<file path="src/rtl/dm_cache_ctrl_pkg.sv">
// Shared definitions for the direct-mapped write-through cache controller:
// bus widths, processor request codes and controller state encoding.
package dm_cache_ctrl_pkg;

  localparam int ADDRWIDTH    = 8;
  localparam int WORDWIDTH    = 16;
  localparam int IOSTATEWIDTH = 2;
  localparam int CSTATEWIDTH  = 2;
  localparam int DEF_INDEXW   = 3;

  localparam logic [IOSTATEWIDTH-1:0] IO_IDEL = 2'd0;
  localparam logic [IOSTATEWIDTH-1:0] IO_RD   = 2'd1;
  localparam logic [IOSTATEWIDTH-1:0] IO_WT   = 2'd2;

  typedef enum logic [CSTATEWIDTH-1:0] {
    C_IDLE   = 2'd0,
    C_RDMISS = 2'd1,
    C_WRITE  = 2'd2,
    C_RESP   = 2'd3
  } cstate_e;

endpackage

</file>
<file path="src/rtl/dm_cache_ctrl_cache_line_array.sv">
// Valid/tag/data storage for the direct-mapped cache: combinational read by
// index, a single write port, and an asynchronous clear of the valid bits.
module dm_cache_ctrl_cache_line_array
  import dm_cache_ctrl_pkg::*;
#(
  parameter int INDEXW = DEF_INDEXW,
  parameter int TAGW   = ADDRWIDTH - INDEXW,
  parameter int WORDW  = WORDWIDTH
) (
  input  logic              clk_i,
  input  logic              rst_ni,
  input  logic [INDEXW-1:0] rdIdx_i,
  output logic              rdValid_o,
  output logic [TAGW-1:0]   rdTag_o,
  output logic [WORDW-1:0]  rdData_o,
  input  logic              we_i,
  input  logic [INDEXW-1:0] wrIdx_i,
  input  logic [TAGW-1:0]   wrTag_i,
  input  logic [WORDW-1:0]  wrData_i
);

  localparam int LINES = 1 << INDEXW;

  logic [LINES-1:0] valid_q;
  logic [TAGW-1:0]  tag_q  [LINES];
  logic [WORDW-1:0] data_q [LINES];

  always_ff @(posedge clk_i or negedge rst_ni) begin
    if (!rst_ni) begin
      valid_q <= '0;
    end else if (we_i) begin
      valid_q[wrIdx_i] <= 1'b1;
    end
  end

  // Tag and data are meaningless until their valid bit is set, so they carry no reset.
  always_ff @(posedge clk_i) begin
    if (we_i) begin
      tag_q[wrIdx_i]  <= wrTag_i;
      data_q[wrIdx_i] <= wrData_i;
    end
  end

  assign rdValid_o = valid_q[rdIdx_i];
  assign rdTag_o   = tag_q[rdIdx_i];
  assign rdData_o  = data_q[rdIdx_i];

endmodule

</file>
<file path="src/rtl/dm_cache_ctrl.sv">
// Direct-mapped, write-through, no-write-allocate cache controller between a
// processor port and main memory, with saturating read hit/miss counters.
module dm_cache_ctrl
  import dm_cache_ctrl_pkg::*;
#(
  parameter int INDEXW = DEF_INDEXW,
  parameter int CNTW   = 16
) (
  input  logic                    clk,
  input  logic                    reset,
  input  logic [IOSTATEWIDTH-1:0] rwToMem,
  input  logic [ADDRWIDTH-1:0]    addrToMem,
  input  logic [WORDWIDTH-1:0]    dataToMem,
  output logic                    cacheEn,
  output logic [WORDWIDTH-1:0]    dataFromMem,
  output logic                    memReq,
  output logic                    memWe,
  output logic [ADDRWIDTH-1:0]    memAddr,
  output logic [WORDWIDTH-1:0]    memWData,
  input  logic [WORDWIDTH-1:0]    memRData,
  input  logic                    memAck,
  output logic [CNTW-1:0]         hitCount,
  output logic [CNTW-1:0]         missCount
);

  localparam int TAGW = ADDRWIDTH - INDEXW;

  cstate_e                state_q, state_d;
  logic                   cacheEn_q, cacheEn_d;
  logic [WORDWIDTH-1:0]   dataFromMem_q, dataFromMem_d;
  logic                   memReq_q, memReq_d;
  logic                   memWe_q, memWe_d;
  logic [ADDRWIDTH-1:0]   memAddr_q, memAddr_d;
  logic [WORDWIDTH-1:0]   memWData_q, memWData_d;
  logic [CNTW-1:0]        hitCount_q, hitCount_d;
  logic [CNTW-1:0]        missCount_q, missCount_d;

  logic [INDEXW-1:0]      rdIdx;
  logic [TAGW-1:0]        reqTag;
  logic                   rdValid;
  logic [TAGW-1:0]        rdTag;
  logic [WORDWIDTH-1:0]   rdData;
  logic                   lineHit;
  logic                   arrWe;
  logic [WORDWIDTH-1:0]   arrData;

  // Idle looks up the live request; the wait states look up the captured address.
  assign rdIdx   = (state_q == C_IDLE) ? addrToMem[INDEXW-1:0] : memAddr_q[INDEXW-1:0];
  assign reqTag  = (state_q == C_IDLE) ? addrToMem[ADDRWIDTH-1:INDEXW]
                                       : memAddr_q[ADDRWIDTH-1:INDEXW];
  assign lineHit = rdValid && (rdTag == reqTag);

  dm_cache_ctrl_cache_line_array #(
    .INDEXW (INDEXW),
    .TAGW   (TAGW),
    .WORDW  (WORDWIDTH)
  ) u_lines (
    .clk_i     (clk),
    .rst_ni    (reset),
    .rdIdx_i   (rdIdx),
    .rdValid_o (rdValid),
    .rdTag_o   (rdTag),
    .rdData_o  (rdData),
    .we_i      (arrWe),
    .wrIdx_i   (memAddr_q[INDEXW-1:0]),
    .wrTag_i   (memAddr_q[ADDRWIDTH-1:INDEXW]),
    .wrData_i  (arrData)
  );

  always_comb begin
    state_d       = state_q;
    cacheEn_d     = cacheEn_q;
    dataFromMem_d = dataFromMem_q;
    memReq_d      = memReq_q;
    memWe_d       = memWe_q;
    memAddr_d     = memAddr_q;
    memWData_d    = memWData_q;
    hitCount_d    = hitCount_q;
    missCount_d   = missCount_q;
    arrWe         = 1'b0;
    arrData       = memRData;

    unique case (state_q)
      C_IDLE: begin
        if (rwToMem == IO_RD) begin
          if (lineHit) begin
            cacheEn_d     = 1'b1;
            dataFromMem_d = rdData;
            hitCount_d    = (hitCount_q == '1) ? hitCount_q : hitCount_q + CNTW'(1);
            state_d       = C_RESP;
          end else begin
            missCount_d = (missCount_q == '1) ? missCount_q : missCount_q + CNTW'(1);
            memReq_d    = 1'b1;
            memWe_d     = 1'b0;
            memAddr_d   = addrToMem;
            state_d     = C_RDMISS;
          end
        end else if (rwToMem == IO_WT) begin
          memReq_d   = 1'b1;
          memWe_d    = 1'b1;
          memAddr_d  = addrToMem;
          memWData_d = dataToMem;
          state_d    = C_WRITE;
        end
      end
      C_RDMISS: begin
        if (memAck) begin
          arrWe         = 1'b1;
          memReq_d      = 1'b0;
          cacheEn_d     = 1'b1;
          dataFromMem_d = memRData;
          state_d       = C_RESP;
        end
      end
      C_WRITE: begin
        // Write-through without allocation: only a line already holding this address changes.
        if (memAck) begin
          arrWe     = lineHit;
          arrData   = memWData_q;
          memReq_d  = 1'b0;
          memWe_d   = 1'b0;
          cacheEn_d = 1'b1;
          state_d   = C_RESP;
        end
      end
      C_RESP: begin
        cacheEn_d = 1'b0;
        state_d   = C_IDLE;
      end
      default: state_d = C_IDLE;
    endcase
  end

  always_ff @(posedge clk or negedge reset) begin
    if (!reset) begin
      state_q       <= C_IDLE;
      cacheEn_q     <= 1'b0;
      dataFromMem_q <= '0;
      memReq_q      <= 1'b0;
      memWe_q       <= 1'b0;
      memAddr_q     <= '0;
      memWData_q    <= '0;
      hitCount_q    <= '0;
      missCount_q   <= '0;
    end else begin
      state_q       <= state_d;
      cacheEn_q     <= cacheEn_d;
      dataFromMem_q <= dataFromMem_d;
      memReq_q      <= memReq_d;
      memWe_q       <= memWe_d;
      memAddr_q     <= memAddr_d;
      memWData_q    <= memWData_d;
      hitCount_q    <= hitCount_d;
      missCount_q   <= missCount_d;
    end
  end

  assign cacheEn     = cacheEn_q;
  assign dataFromMem = dataFromMem_q;
  assign memReq      = memReq_q;
  assign memWe       = memWe_q;
  assign memAddr     = memAddr_q;
  assign memWData    = memWData_q;
  assign hitCount    = hitCount_q;
  assign missCount   = missCount_q;

endmodule

</file>
<file path="config.mk">
export PLATFORM = sky130hd
export DESIGN_NAME = dm_cache_ctrl
export DESIGN_NICKNAME = d
export VERILOG_FILES = /design/src/rtl/dm_cache_ctrl_pkg.sv /design/src/rtl/dm_cache_ctrl_cache_line_array.sv /design/src/rtl/dm_cache_ctrl.sv
export SDC_FILE = /design/constraint.sdc
export NUM_CORES = 1
export LEC_CHECK = 0
export CAP_MARGIN = 5
export CELL_PAD_IN_SITES_DETAIL_PLACEMENT = 0
export CELL_PAD_IN_SITES_GLOBAL_PLACEMENT = 1
export CORE_AREA = 5 5 217 135
export DETAILED_ROUTE_END_ITERATION = 10
export DIE_AREA = 0 0 222 140
export PLACE_DENSITY_LB_ADDON = 0.15
export SETUP_SLACK_MARGIN = 0.2
export SLEW_MARGIN = 5
export SYNTH_ARGS = -nofsm -noshare
export SYNTH_HDL_FRONTEND = slang
export SYNTH_SLANG_ARGS = --single-unit
</file>
<file path="constraint.sdc">
create_clock -name clk -period 5.3 [get_ports clk]
set_clock_uncertainty 0.05 [all_clocks]
set_input_delay 0.795 -clock clk [delete_from_list [all_inputs] [get_ports clk]]
set_output_delay 0.795 -clock clk [all_outputs]
set_load 0.03 [all_outputs]
</file>
# [After elaboration in Yosys (flattened, before gate mapping)]
# Memories as Yosys holds them, arrays and structs flattened.
# Index checks and enable logic that the tools add are counted.
[totals] register_bits=85 ramBits=168 in_bits=45 elab_cells=92 mem_count=2
[mem_list] name="u_lines.data_q" depth=8 word_bits=16 rd=1 rd_clocked_by_memory_dff=0 write_ports=1 line_no="dm_cache_ctrl_cache_line_array.sv:26" rtl="logic [WORDW-1:0] data_q [LINES];"
[mem_list] name="u_lines.tag_q" depth=8 word_bits=5 rd=1 rd_clocked_by_memory_dff=0 write_ports=1 line_no="dm_cache_ctrl_cache_line_array.sv:25" rtl="logic [TAGW-1:0] tag_q [LINES];"
[op_classes] addsub=2 n_lt_le_gt_ge=3 eq_ne=16 muxes=37 bitwise_logic=5 n_reduce_logical=17
[ops] operator="$mux W16" count=5
[ops] operator="$add A16 B1 Y16 const B" count=2
[ops] operator="$eq A16 B16 Y1 const B" count=2
[ops] operator="$pmux W16 S2" count=1
[ops] operator="$mux W8" count=3
[ops] operator="$reduce_and A4 Y1" count=5
[ops] operator="$mux W1" count=15
[ops] operator="$reduce_and A3 Y1" count=3
[ops] operator="$lt A3 B4 Y1 const B" count=2
[ops] operator="$mux W2" count=4
[ops] operator="$ne A2 B2 Y1 const B" count=4
[ops] operator="$or A8 B8 Y8" count=1
[ops] operator="$reduce_bool A2 Y1" count=4
[ops] operator="$eq A2 B2 Y1 const B" count=3
[ops] operator="$pmux W1 S2" count=3
[ops] operator="$pmux W2 S3" count=1
[ops] operator="$eq A5 B5 Y1" count=1
[ops] operator="$mux W5" count=1
[ops] operator="$eq A2 B1 Y1 const B" count=2
[ops] operator="$ne A2 B1 Y1 const B" count=2
[ops] operator="$not A1 Y1" count=4
[ops] operator="$bmux W1 S3" count=1
[ops] operator="$demux W1 S3" count=1
[ops] operator="$ge A3 B1 Y1 const B" count=1
[ops] operator="8 further kinds" count=9

# [Longest topological paths before layout]
[depth] word_depth=9 ltp_mapped=15 depth_no_buf=11

# [Cells and area by module]
# Synthesis repeated with hierarchy kept, for this count alone.
[hier_totals] cells_unflattened=599 area_unflattened_um2=10857.9
[modules_own_cells] mod="dm_cache_ctrl_cache_line_array" n_inst=1 cells_each=278 area_each_um2=6861.6
[modules_own_cells] mod="dm_cache_ctrl" n_inst=1 cells_each=321 area_each_um2=3996.3

# [Least setup slack after synthesis]
# Ideal clock, no wire load.
[synth_path] path_type="input -> register" start="input port addrToMem[1]" end="memory u_lines.data_q[0][0] (netlist bit), enable pin" setup_time_ns=0.453 arrival_ns=4.694 slack_ns=0.104 stages=10 path_cell_list="clkbuf_1 > mux2i_4 > clkbuf_1 > o21ai_0 > a22oi_1 > nand3_1 > nor4_4 > a32o_1 > nand2_1 > nor4_1"
[synth_between] elab_chain_cells=8 word_cells_on_any_way=10 classes_between="eq/ne: 1; mux: 7; reduce/logical: 1; memory: 1"
[synth_rtl] item="start: declaration" line_no="dm_cache_ctrl.sv:12" rtl="input logic [ADDRWIDTH-1:0] addrToMem,"
[synth_rtl] item="$mux W3 (*)" line_no="dm_cache_ctrl.sv:48" rtl="assign rdIdx = (state_q == C_IDLE) ? addrToMem[INDEXW-1:0] : memAddr_q[INDEXW-1:0];"
[synth_rtl] item="$mem_v2 Z8 W5 / $bmux W1 S3 (equally long branches)"
[synth_rtl] item="$eq A5 B5 Y1 / $mux W1 (equally long branches)" line_no="dm_cache_ctrl.sv:51, dm_cache_ctrl_cache_line_array.sv:44"
[synth_rtl] item="$logic_and A1 B1 Y1 (*)" line_no="dm_cache_ctrl.sv:51" rtl="assign lineHit = rdValid && (rdTag == reqTag);"
[synth_rtl] item="$mux W1 (*)" line_no="dm_cache_ctrl.sv:117" rtl="if (memAck) begin"
[synth_rtl] item="$pmux W1 S2 (*)" line_no="dm_cache_ctrl.sv:83" rtl="unique case (state_q)"
[synth_rtl] item="$mux W1 (*)" line_no="dm_cache_ctrl_cache_line_array.sv:38" rtl="if (we_i) begin"
[synth_rtl] item="$mux W1 (not written as such) (*)" line_no="dm_cache_ctrl_cache_line_array.sv:40" rtl="data_q[wrIdx_i] <= wrData_i;"
[synth_rtl] item="end: declaration" line_no="dm_cache_ctrl_cache_line_array.sv:26"
# Mark *: on every way between the ends. The rest lies on a longest branch, timed or not. The select of a mux whose other input is x is not followed.

# [Worst setup path after layout]
[layout_path] start="register state_q[0]" end="memory u_lines.data_q[1][1] (netlist bit), enable pin"
[layout_between] elab_chain_cells=9 word_cells_on_any_way=14 classes_between="eq/ne: 3; mux: 8; reduce/logical: 2; memory: 1"
[layout_rtl] item="start: declaration" line_no="dm_cache_ctrl.sv:28" rtl="cstate_e state_q, state_d;"
[layout_rtl] item="start signal: assignment" line_no="dm_cache_ctrl.sv:146" rtl="state_q <= state_d;"
[layout_rtl] item="$logic_not A2 Y1" line_no="dm_cache_ctrl.sv:48, dm_cache_ctrl.sv:49"
[layout_rtl] item="$mux W3" line_no="dm_cache_ctrl.sv:48"
[layout_rtl] item="$mem_v2 Z8 W5 / $bmux W1 S3 (equally long branches)"
[layout_rtl] item="$eq A5 B5 Y1 / $mux W1 (equally long branches)" line_no="dm_cache_ctrl.sv:51, dm_cache_ctrl_cache_line_array.sv:44"
[layout_rtl] item="$logic_and A1 B1 Y1" line_no="dm_cache_ctrl.sv:51"
[layout_rtl] item="$mux W1" line_no="dm_cache_ctrl.sv:117"
[layout_rtl] item="$pmux W1 S2 (*)" line_no="dm_cache_ctrl.sv:83"
[layout_rtl] item="$mux W1 (*)" line_no="dm_cache_ctrl_cache_line_array.sv:38"
[layout_rtl] item="$mux W1 (not written as such) (*)" line_no="dm_cache_ctrl_cache_line_array.sv:40"
# Marked as above.

==> summary.md <==
| Metric | Value |
|---|---|
| F_max | approximately 220 MHz |
| Worst Setup EP | u_lines.data_q[1][1]$_DFFE_PP_ |
| Synthesized net count | 950 |
| Synth area leader | edfxtp_1 |
| Post-Place Setup Slack | 619 ps |
| Pwr Total | just under 8000 uW |
| Clock root buffer | clkbuf_16 |
| Worst setup SP type | register |
| Peak supply drop | between 0.0002 and 0.00025 V |
| Post-CTS Setup Inserts | 0 |
| Pwr dens | 573 nW/um2 |
| Yosys reg bits | 253 |
| Critical Setup Path Class | reg -> reg |
| Max Slew Vio Count | 0 |
| Most frequent cell after synthesis | nand2_1 |
| Clk sink count | 253 |
| Synthesized area per cell | 12.4 um2 |
| Status | complete, no violations |
| Core area | 27100 um2 |
| Routed WL | 28800 um |
| HPWL after DPL | 19200 um |
| Hold crit path type | in -> async |
| Vias in the first global route | roughly 7400 |
| Slew HR | 29.9% |
| R2R Path Start | state_q[0]$_DFFE_PN0P_ |
| Routed Antenna Nets | 0 |
| Top cells by count, synth | nand2_1, edfxtp_1, dfrtp_1 |
| # IOs | 120 |
| Yosys cell types | 61 |
| Met2 WL post-DR | ~12000 um |
| PostCTS Resize Cnt | 0 |
| Asr flop ratio synth | 33.6% |
| Period minus WS final | 4540 ps |
| Top FF cell, synth | edfxtp_1 |
| Final period util | approximately 86% |
| Mapped Cells | 898 |
| Leak | 0.00520 uW |
| Metal3 WL | 1370 um |
| Final weighted congestion in routability-driven placement | around 0.86 |
| TNS Setup | 0 ps |
| Final worst slack | approximately 760 ps |
| Largest net degree at the start of global routing | between 60 and 70 |
| WL met1 | 15200 um |
| Vias per cell | approximately 5.3 |
| # setup viols final | 0 |
| First-pass GRT wire length | about 45000 um |
| Global-route usage over all layers | 18.1% |
| Top cell type's share of synthesized area | 45.3% |
| Reg2reg setup slack | ~760 ps |
| Layout overhead on the synthesized area | 23.3% |
| Die X | 222 um |
| Port Buf Inserts | 119 |
| Row cnt | 47 |
| Share of cells above drive strength 1 | between 10% and 20% |
| CP arrival | roughly 4700 ps |
| Final net count | 1080 |
| Max Cap Violations | 0 |
| EDFF count, synth | 168 |
| Warnings, synthesis | 0 |
| Synth area leaders | edfxtp_1, dfrtp_1, nand2_1 |
| Cells on worst reg2reg path | 13 |
| CTS max path bufs | 3 |
| CTS tree | built |
| Worst-Margin Slew | 1050 ps |
| CTS H-Tree Depth | 1 |
| Uppermost routed layer | met4 |
| Ant. Diodes | 0 |
| GRT overflow | 0 |
| Antenna violations before repair | 0 |
| R2R Path End | u_lines.data_q[1][1]$_DFFE_PP_ |
| Via count | 7544 |
| RSZ-0062 raised after global routing | no |
| Clock-pin slew of the registers on the worst-case setup and hold paths | roughly 60 ps |
| Die height | ~140 um |
| Initial Util | 41.2% |
| DRT Pass-1 Iters | 5 |
| Seq/Total Area, Yosys | 64.3% |
| DRC | 0 |
| Data required, critical path | 5460 ps |
| Num CTS Buffers | 25 |
| Post-Synthesis Cell Area | 11100 um2 |
| Final hold violation count | 0 |
| Element type at the critical path end | register |
| Hold_buf cts | 0 |
| Die ar. | 31100 um2 |
| Clk_lat worst skew | about 520 ps |
| Post-DR wirelength/cell | about 20 um |
| Initial drt markers | approximately 580 |
| CP startpoint | state_q[0]$_DFFE_PN0P_ |
| Crit path max fanout | 16 |
-- power breakdown --
group	total, uW	switching [uW]	internal [uW]	leakage (uW)
logic	3370	2060	1310	0.00224
registers	2760	269	2490	0.00258
clock network	1750	739	1010	0.000382
total	7880	3070	4820	0.00520
-- per-layer routing --
metal | track usage (%) | vias up
met5 | 0 | -
met4 | 2.59 | 0
met3 | 2.93 | 26
met2 | 25.8 | 188
met1 | 29.7 | 3758
li1 | - | 3572
-- area by class of cell --
cell class | instances | area [um2]
Clock inverter | 16 | 155
Sequential cell | 253 | 7170
Timing Repair Buffer | 157 | 1500
Multi-Input combinational cell | 576 | 3770
Clock buffer | 29 | 641
Tap cell | 367 | 459
Inverter | 15 | 56.3
Fill cell | 2409 | 13300
-- state kept, by name, summed over array words and instances, names as in the netlist, 8 cells and up --
register	cells
u_lines.valid_q	8
memWData	16
missCount	16
dataFromMem	16
memAddr	8
u_lines.data_q	128
u_lines.tag_q	40
hitCount	16
-- cells by family (layout without fill, tap and decap cells) --
group                    after synthesis  count (layout)  synth area share [%]
XOR/XNOR                              32              32                  2.51
adder cells (fa/ha/maj)                7               7                 0.786
AND/OR/NAND/NOR                      327             327                  13.9
buffers and inverters                 69             217                  2.50
multiplexers                          74              74                  7.43
flip-flops                           253             253                  64.3
AO/OA/AOI/OAI                        136             136                  8.53
-- critical path, stage by stage, from the launching register on --
cell and delay (ps):
dfrtp_1 420, inv_1 120, ha_2 450, mux2i_4 670
buf_4 330, o21ai_0 100, a22oi_1 200, nand3_1 170
nor4_4 460, a32o_1 230, nand2_1 320, buf_4 290
nor3_2 140, buf_4 270
-- worst min-delay path by stage --
stage | to | cells after the start | start
5_1_grt | hitCount[15]$_DFFE_PN0P_ | 1 | reset
3_3_place_gp | u_lines.valid_q[4]$_DFFE_PN0P_ | 2 | u_lines.valid_q[4]$_DFFE_PN0P_
3_5_place_dp | u_lines.valid_q[4]$_DFFE_PN0P_ | 2 | u_lines.valid_q[4]$_DFFE_PN0P_
2_1_floorplan | u_lines.valid_q[0]$_DFFE_PN0P_ | 2 | u_lines.valid_q[0]$_DFFE_PN0P_
6_report | hitCount[15]$_DFFE_PN0P_ | 1 | reset
4_1_cts | hitCount[15]$_DFFE_PN0P_ | 1 | reset
-- layout by cell type (no fill, tap or decap), drive strengths merged, types with 17 or more instances in the layout --
cell / n
nand3: 44
buf: 39
nand2: 181
o21ai: 28
clkdlybuf4s50: 118
dfrtp: 85
a31oi: 18
mux2: 60
edfxtp: 168
xnor2: 17
clkbuf: 29
and3: 28
-- metrics by stage --
stage               instance area, um2  util [%]  instances  hold WS (ps)
floorplan                        11200         -        898           369
global placement                 13000      47.9       1368           391
detailed placement               13000      47.9       1368           397
CTS                              13700      50.8       1413           227
global route                     13700      50.8       1413           260
finish                           13700      50.8       1413           222
No activity file was read; power rests on OpenSTA's default activity.
